$ cat config.mk
export PLATFORM = sky130hd
export DESIGN_NAME = instr_encoder_flat
export DESIGN_NICKNAME = d
export VERILOG_FILES = /design/src/rtl/instr_encoder_if.sv /design/src/rtl/instr_encoder.sv /design/src/flat_wrapper.sv
export SDC_FILE = /design/constraint.sdc
export NUM_CORES = 1
export LEC_CHECK = 0
export CAP_MARGIN = 20
export CORE_MARGIN = 3
export CORE_UTILIZATION = 52
export DETAILED_ROUTE_END_ITERATION = 10
export PLACE_DENSITY_LB_ADDON = 0.3
export SKIP_LAST_GASP = 1
export SYNTH_ARGS = -nofsm -noshare
export SYNTH_HDL_FRONTEND = slang
export SYNTH_SLANG_ARGS = --single-unit
$ cat constraint.sdc
create_clock -name clk -period 5.55 [get_ports clk]
set_clock_uncertainty 0.05 [all_clocks]
set_input_delay 0.8325 -clock clk [delete_from_list [all_inputs] [get_ports clk]]
set_output_delay 0.8325 -clock clk [all_outputs]
set_load 0.01 [all_outputs]
$ cat src/rtl/instr_encoder_if.sv
// Field-bundle input handshake and encoded-word output handshake of the instruction encoder.
// The encoder itself connects through the slave modport.
interface instr_encoder_if;
  logic        in_valid;
  logic        in_ready;
  logic [6:0]  opcode;
  logic [4:0]  rd;
  logic [4:0]  rs1;
  logic [4:0]  rs2;
  logic [2:0]  funct3;
  logic [31:0] imm;
  logic        out_valid;
  logic        out_ready;
  logic [31:0] out_instr;
  logic [31:0] out_addr;
  logic        out_err;

  modport master (
    output in_valid, opcode, rd, rs1, rs2, funct3, imm, out_ready,
    input  in_ready, out_valid, out_instr, out_addr, out_err
  );

  modport slave (
    input  in_valid, opcode, rd, rs1, rs2, funct3, imm, out_ready,
    output in_ready, out_valid, out_instr, out_addr, out_err
  );
endinterface

$ cat src/rtl/instr_encoder.sv
// Packs RISC-V style I/S/B/J field bundles into 32-bit words with a single registered output stage.
// Bundles that cannot be encoded become NOPs that still take an address and bump the error count.
module instr_encoder #(
  parameter logic [31:0] BASE_ADDR = 32'h00000000
) (
  input  logic             clk,
  input  logic             reset,
  input  logic             clr,
  instr_encoder_if.slave   bus,
  output logic [7:0]       err_count
);

  localparam logic [31:0] NOP = 32'h00000013;

  typedef enum logic [2:0] {
    CLS_I,
    CLS_S,
    CLS_B,
    CLS_J,
    CLS_BAD
  } enc_class_t;

  enc_class_t  enc_class;
  logic [31:0] imm;
  logic [31:0] raw_word;
  logic [31:0] enc_word;
  logic        enc_err;
  logic        imm12_ok;
  logic        imm13_ok;
  logic        imm21_ok;
  logic        accept;
  logic [31:0] addr_cnt;
  logic [31:0] cur_addr;
  logic [7:0]  cnt_base;

  assign imm = bus.imm;

  // An immediate fits an N-bit signed field when every bit above the field's sign bit copies it.
  assign imm12_ok = (&imm[31:11]) || !(|imm[31:11]);
  assign imm13_ok = (&imm[31:12]) || !(|imm[31:12]);
  assign imm21_ok = (&imm[31:20]) || !(|imm[31:20]);

  always_comb begin
    enc_class = CLS_BAD;
    case (bus.opcode)
      7'b0010011, 7'b0000011, 7'b0001011: enc_class = CLS_I;
      7'b0100011, 7'b0101011:             enc_class = CLS_S;
      7'b1100011:                         enc_class = CLS_B;
      7'b1101111:                         enc_class = CLS_J;
      default:                            enc_class = CLS_BAD;
    endcase
  end

  always_comb begin
    raw_word = NOP;
    enc_err  = 1'b0;
    case (enc_class)
      CLS_I: begin
        raw_word = {imm[11:0], bus.rs1, bus.funct3, bus.rd, bus.opcode};
        enc_err  = !imm12_ok;
      end
      CLS_S: begin
        raw_word = {imm[11:5], bus.rs2, bus.rs1, bus.funct3, imm[4:0], bus.opcode};
        enc_err  = !imm12_ok;
      end
      CLS_B: begin
        raw_word = {imm[12], imm[10:5], bus.rs2, bus.rs1, bus.funct3,
                    imm[4:1], imm[11], bus.opcode};
        enc_err  = !imm13_ok || imm[0];
      end
      CLS_J: begin
        raw_word = {imm[20], imm[10:1], imm[11], imm[19:12], bus.rd, bus.opcode};
        enc_err  = !imm21_ok || imm[0];
      end
      default: begin
        raw_word = NOP;
        enc_err  = 1'b1;
      end
    endcase
    enc_word = enc_err ? NOP : raw_word;
  end

  assign bus.in_ready = !bus.out_valid || bus.out_ready;
  assign accept       = bus.in_valid && bus.in_ready;

  // clr takes effect in the same cycle, so a word accepted alongside it sees the restarted counters.
  assign cur_addr = clr ? BASE_ADDR : addr_cnt;
  assign cnt_base = clr ? 8'd0 : err_count;

  always_ff @(posedge clk) begin
    if (reset) begin
      bus.out_valid <= 1'b0;
      bus.out_instr <= 32'd0;
      bus.out_addr  <= BASE_ADDR;
      bus.out_err   <= 1'b0;
      addr_cnt      <= BASE_ADDR;
      err_count     <= 8'd0;
    end else begin
      if (accept) begin
        bus.out_valid <= 1'b1;
        bus.out_instr <= enc_word;
        bus.out_addr  <= cur_addr;
        bus.out_err   <= enc_err;
      end else if (bus.out_ready) begin
        bus.out_valid <= 1'b0;
      end

      addr_cnt <= accept ? cur_addr + 32'd4 : cur_addr;

      if (accept && enc_err && (cnt_base != 8'hFF)) begin
        err_count <= cnt_base + 8'd1;
      end else begin
        err_count <= cnt_base;
      end
    end
  end

endmodule

$ cat src/flat_wrapper.sv
// flat-port wrapper written by rule: the top's interface ports become plain ports
module instr_encoder_flat 
#(
  parameter logic [31:0] BASE_ADDR = 32'h00000000
)
  (clk, reset, clr, err_count, bus_in_valid, bus_opcode, bus_rd, bus_rs1, bus_rs2, bus_funct3, bus_imm, bus_out_ready, bus_in_ready, bus_out_valid, bus_out_instr, bus_out_addr, bus_out_err);
  instr_encoder_if bus_i ();
  input  logic clk;
  input  logic reset;
  input  logic clr;
  output logic [7:0] err_count;
  input wire logic [$bits(bus_i.in_valid)-1:0] bus_in_valid;
  input wire logic [$bits(bus_i.opcode)-1:0] bus_opcode;
  input wire logic [$bits(bus_i.rd)-1:0] bus_rd;
  input wire logic [$bits(bus_i.rs1)-1:0] bus_rs1;
  input wire logic [$bits(bus_i.rs2)-1:0] bus_rs2;
  input wire logic [$bits(bus_i.funct3)-1:0] bus_funct3;
  input wire logic [$bits(bus_i.imm)-1:0] bus_imm;
  input wire logic [$bits(bus_i.out_ready)-1:0] bus_out_ready;
  output wire logic [$bits(bus_i.in_ready)-1:0] bus_in_ready;
  output wire logic [$bits(bus_i.out_valid)-1:0] bus_out_valid;
  output wire logic [$bits(bus_i.out_instr)-1:0] bus_out_instr;
  output wire logic [$bits(bus_i.out_addr)-1:0] bus_out_addr;
  output wire logic [$bits(bus_i.out_err)-1:0] bus_out_err;
  assign bus_i.in_valid = bus_in_valid;
  assign bus_i.opcode = bus_opcode;
  assign bus_i.rd = bus_rd;
  assign bus_i.rs1 = bus_rs1;
  assign bus_i.rs2 = bus_rs2;
  assign bus_i.funct3 = bus_funct3;
  assign bus_i.imm = bus_imm;
  assign bus_i.out_ready = bus_out_ready;
  assign bus_in_ready = bus_i.in_ready;
  assign bus_out_valid = bus_i.out_valid;
  assign bus_out_instr = bus_i.out_instr;
  assign bus_out_addr = bus_i.out_addr;
  assign bus_out_err = bus_i.out_err;
  instr_encoder #(.BASE_ADDR(BASE_ADDR)) u_core (.clk(clk), .reset(reset), .clr(clr), .bus(bus_i), .err_count(err_count));
endmodule
* Word-level counts from Yosys, hierarchy flattened
Cells that the tools add are included.
** Word-level totals
- Register bits after elaboration :: 106
- Output and inout port bits :: 75
- Word-level logic and storage cells :: 56
- Input port bits :: 62
** Operators by class
- Equality and inequality tests :: 11
- Mux-type cells :: 10
- Add/subtract/negate cells :: 2
- Reductions and logical operators :: 27
** Operators with widths (number)
- 32-bit one-hot mux with 4 select lines :: 1
- 32-bit 2-to-1 mux :: 3
- 32-bit by 3-bit adder with 32-bit output, second input constant :: 1
- 21-bit AND reduction :: 1
- 21-bit OR reduction :: 1
- 20-bit AND reduction :: 1
- 20-bit OR reduction :: 1
- 8-bit 2-to-1 mux :: 2
- 7-bit by 6-bit equality test with 1-bit output, second input constant :: 2
- 7-bit equality test, second input constant :: 2
- 3-bit one-hot mux with 4 select lines :: 1
- 12-bit AND reduction :: 1
- 12-bit OR reduction :: 1
- 8-bit by 1-bit adder with 8-bit output, second input constant :: 1
- 8-bit inequality test, second input constant :: 1
- 7-bit by 2-bit equality test with 1-bit output, second input constant :: 1
- 7-bit by 4-bit equality test with 1-bit output, second input constant :: 1
- 7-bit by 5-bit equality test with 1-bit output, second input constant :: 1
- 1-bit zero test :: 7
- 3-bit by 2-bit equality test with 1-bit output, second input constant :: 2
- 1-bit logical OR :: 6
- 2-bit OR reduction :: 2
- 3-bit by 1-bit equality test with 1-bit output, second input constant :: 1
- 1-bit logical AND :: 3
- 5 further kinds :: 6

* Logic depth before layout (Yosys ltp)
- Depth after elaboration :: 9
- Depth in mapped cells :: 10
- Mapped depth without buffers :: 8

* Least setup slack after synthesis
OpenSTA, ideal clock, no wires.
- Path type :: input -> register
- Start point :: input clr
- End point :: register u_core.addr_cnt[26]
- Library setup time :: 0.071 ns
- Data arrival time :: 2.767 ns
- Setup slack :: 2.662 ns
- Stages on the path :: 9
- Path buffers :: 2
- Data required time :: 5.429 ns
- Path through :: clkbuf_1 clkbuf_1 nor2b_1 ha_1 nand4_1 nor4b_1 nand4_1 or3_1 a21oi_1
** Between the ends
- Cells in the longest elaborated chain, start to end :: 3
** Ends and longest elaborated chain
- from (decl) :: line flat_wrapper.sv:10 : input logic clr;
- 32-bit 2-to-1 mux :: line instr_encoder.sv:87 : assign cur_addr = clr ? BASE_ADDR : addr_cnt;
- via u_core.cur_addr[2] :: line instr_encoder.sv:33 : logic [31:0] cur_addr;
- 32-bit by 3-bit adder with 32-bit output :: line instr_encoder.sv:108 : addr_cnt <= accept ? cur_addr + 32'd4 : cur_addr;
- 32-bit 2-to-1 mux :: line instr_encoder.sv:108
- to (signal assigned) :: line instr_encoder.sv:108
- to (decl) :: line instr_encoder.sv:32 : logic [31:0] addr_cnt;
The timed path passes the listed nets, and every way through them passes these cells.
A chain may end at the register's enable or synchronous reset.

* Final worst setup path
Ends and elaborated chain as after synthesis.

==> impl_metrics.json <==
{
  "root_buffer": "clkbuf_8",
  "grt_usage_pct": 23.22,
  "leakagePower_nw": 2.129,
  "ys_seq_elements": 106,
  "setup_violations": 0,
  "period_needed_ps": 3404,
  "crit_buf_inv": 1,
  "min_from": "u_core.bus.out_addr[16]",
  "io_pins": 137,
  "grt_antenna_before_repair": 0,
  "drc": 0,
  "drv_cap": 0,
  "critPathLaunchType": "input port",
  "hold_viol_final": 0,
  "place.gp.congestion": 0.9156,
  "slew-limit-headroom_pct": 30.64,
  "path_delay_family": "simple AND/OR/NAND/NOR gates",
  "grt_pass1_vias": 4355,
  "regArea_um2": 2122,
  "status": "finished, final reports clean",
  "slew_violations": 0,
  "holdBufCountCts": 0,
  "dieHeight_um": 105.1,
  "crit_fanout": 20,
  "dr.pass1.iters": 5,
  "avgSynthCellArea_um2": 8.621,
  "synthFlopType": "dfxtp_1",
  "drt_iter0_markers": 195,
  "htreeDepth": 3,
  "path_cells": "clkdlybuf4s50_1 -> nor2b_1 -> ha_1 -> nand4_1 -> nor4b_1 -> nand4_1 -> or3_1 -> a21oi_1",
  "initial_core_util_pct": 54.46,
  "die_w_um": 105.1,
  "post-cts-setup-buffers": 0,
  "ant_nets": 0,
  "viasPerCell": 5.470,
  "fillers": 784,
  "nets": 766,
  "cp_data_required_time_ps": 5790,
  "r2r-start": "u_core.bus.out_valid",
  "synthTopCellsByArea": "dfxtp_1 42%, nand2_1 6.5%, nand3_2 5.3%",
  "wl_um": 12830,
  "slowest_stage": "clkdlybuf4s50_1",
  "endpoint_kind": "register",
  "synthTopCellsByCount": "106 x dfxtp_1, 88 x nand2_1, 63 x nor2_1",
  "synth_most_common_cell": "dfxtp_1",
  "power.density_nw_per_um2": 209.9,
  "grt_pass1_wl_um": 21450,
  "max_freq_mhz": 293.8,
  "netlist_area_um2": 5104,
  "synth_nets": 656,
  "core_area_um2": 9371,
  "hold_path_end": "u_core.bus.out_addr[16]",
  "hold_path.class": "register to register",
  "multiInputGateArea_um2": 2648,
  "dp_hpwl_um": 9082,
  "worstReg2RegEnd": "u_core.err_count[2]",
  "diodes": 0,
  "irDropWorstVdd_uv": 197.9,
  "cts_buffer_depth": 2,
  "clk_pin_slew_ps": 100,
  "overflow": 0,
  "async_flop_share_pct": 0,
  "cts_buffers": 9,
  "cpPeakStageDelay_ps": 800,
  "grt_setup_unrepaired": "false",
  "cts.sinks": 106,
  "arrival_ps": 3640,
  "reg2reg_slack_ps": 3200,
  "worstSetupPathType": "input port to register",
  "worstHoldPathCells": 2,
  "rows": 35,
  "grt_max_degree": 88,
  "vias": 4573,
  "ys_seq_area_share_pct": 41.58,
  "synth_edf_count": 0,
  "numPortBuffers": 136,
  "clk_latency_ps": 360,
  "worstMarginPinSlew_ps": 1040,
  "critPathMostFrequentCell": "nand4_1",
  "area_delta_synth_final_pct": 28.41,
  "wire_per_inst_um": 15.35,
  "synthDistinctLibCells": 56,
  "reg2reg_depth": 5,
  "dieArea_um2": 11040,
  "layout-drive-gt1-share_pct": 13.15,
  "yosysTopAreaCellShare_pct": 41.58,
  "dp.cells": 820,
  "cts_resized": 0,
  "fin_cells": 836,
  "cts_tree": "done",
  "syn_inst": 592,
  "setup_tns_ps": 0,
  "yosysTopAreaCell": "dfxtp_1",
  "min_period_over_period_pct": 61.33,
  "yosysWarnings": 0
}
## logic make-up after synthesis
family | share of synthesized area [%]
and+or+nand+nor | 30.84
DFF | 41.58
buffers and inverters | 6.619
AOI/OAI and AO/OA | 15.81
muxes | 0.1961
xor gates and xnor gates | 4.462
adders and majority gates | 0.4902
## layout make-up
| type | instances | share of cell area [%] |
|---|---|---|
| Inverter | 7 | 0.6109 |
| Clock buffer | 10 | 1.947 |
| Multi-Input combinational cell | 439 | 40.40 |
| Tap cell | 129 | 2.463 |
| Clock inverter | 6 | 1.126 |
| Timing Repair Buffer | 139 | 21.08 |
| Sequential cell | 106 | 32.38 |
## cell usage in the layout (no fill, tap or decap), types with 14 or more instances in the layout
cell	n
clkdlybuf4s50_1	135
a22o_1	15
xnor2_1	14
nand3_2	27
nand2_1	87
a21oi_1	43
and3_1	15
nand3_1	29
nor2_1	63
dfxtp_1	106
a21oi_2	29
nor2b_1	14
## sequential cells by signal, summed over array words and instances (netlist names)
signal and flops:
u_core.addr_cnt 32, u_core.bus.out_addr 32, u_core.bus.out_err 1, u_core.bus.out_instr 32, u_core.bus.out_valid 1, u_core.err_count 8
## per-stage QoR
| step | hold WS (ps) | total power (W) | area (um2) | setup WS, ps | util, % |
|---|---|---|---|---|---|
| 2_1_floorplan | 401.8 | 0.0008516 | 5104 | 2662 | - |
| 3_3_place_gp | 393.1 | 0.0009115 | 6352 | 1925 | 67.78 |
| 3_5_place_dp | 394.6 | 0.0009144 | 6352 | 1820 | 67.78 |
| 4_1_cts | 407.8 | 0.001388 | 6554 | 2186 | 69.93 |
| 5_1_grt | 427.2 | 0.001428 | 6554 | 1853 | 69.93 |
| 6_report | 405.9 | 0.001376 | 6554 | 2146 | 69.93 |
## worst max path at each step
stage,from,end,cells past startpoint,slack (ps)
2_1_floorplan,clr,u_core.addr_cnt[26],9,2660
4_1_cts,clr,u_core.addr_cnt[26],8,2190
3_5_place_dp,clr,u_core.addr_cnt[26],8,1820
6_report,clr,u_core.addr_cnt[26],8,2150
5_1_grt,clr,u_core.addr_cnt[26],8,1850
3_3_place_gp,clr,u_core.addr_cnt[26],8,1920
## power by group
| part | switching [W] | internal [W] | leakage, nW |
|---|---|---|---|
| clock network | 0.000264 | 0.000214 | 0.0950 |
| registers | 0.00000248 | 0.000765 | 0.855 |
| logic | 0.0000712 | 0.0000593 | 1.18 |
| total | 0.000338 | 0.00104 | 2.13 |
## metal layers
metal | wire, um | vias to the layer above | share of wire (%) | track usage, %
li1 | - | 2274 | - | -
met1 | 5657 | 2125 | 44 | 31.25
met2 | 6203 | 151 | 48 | 38.63
met3 | 725 | 23 | 5.6 | 3.891
met4 | 246 | 0 | 1.9 | 6.186
met5 | 0 | - | 0 | 0
## tightest hold or removal path, cell delays in order, from the launching register on
cell and delay, ps:
dfxtp_1 320, nand2_1 50, a21oi_1 50
Note: power is estimated with default switching activity, not from simulation.
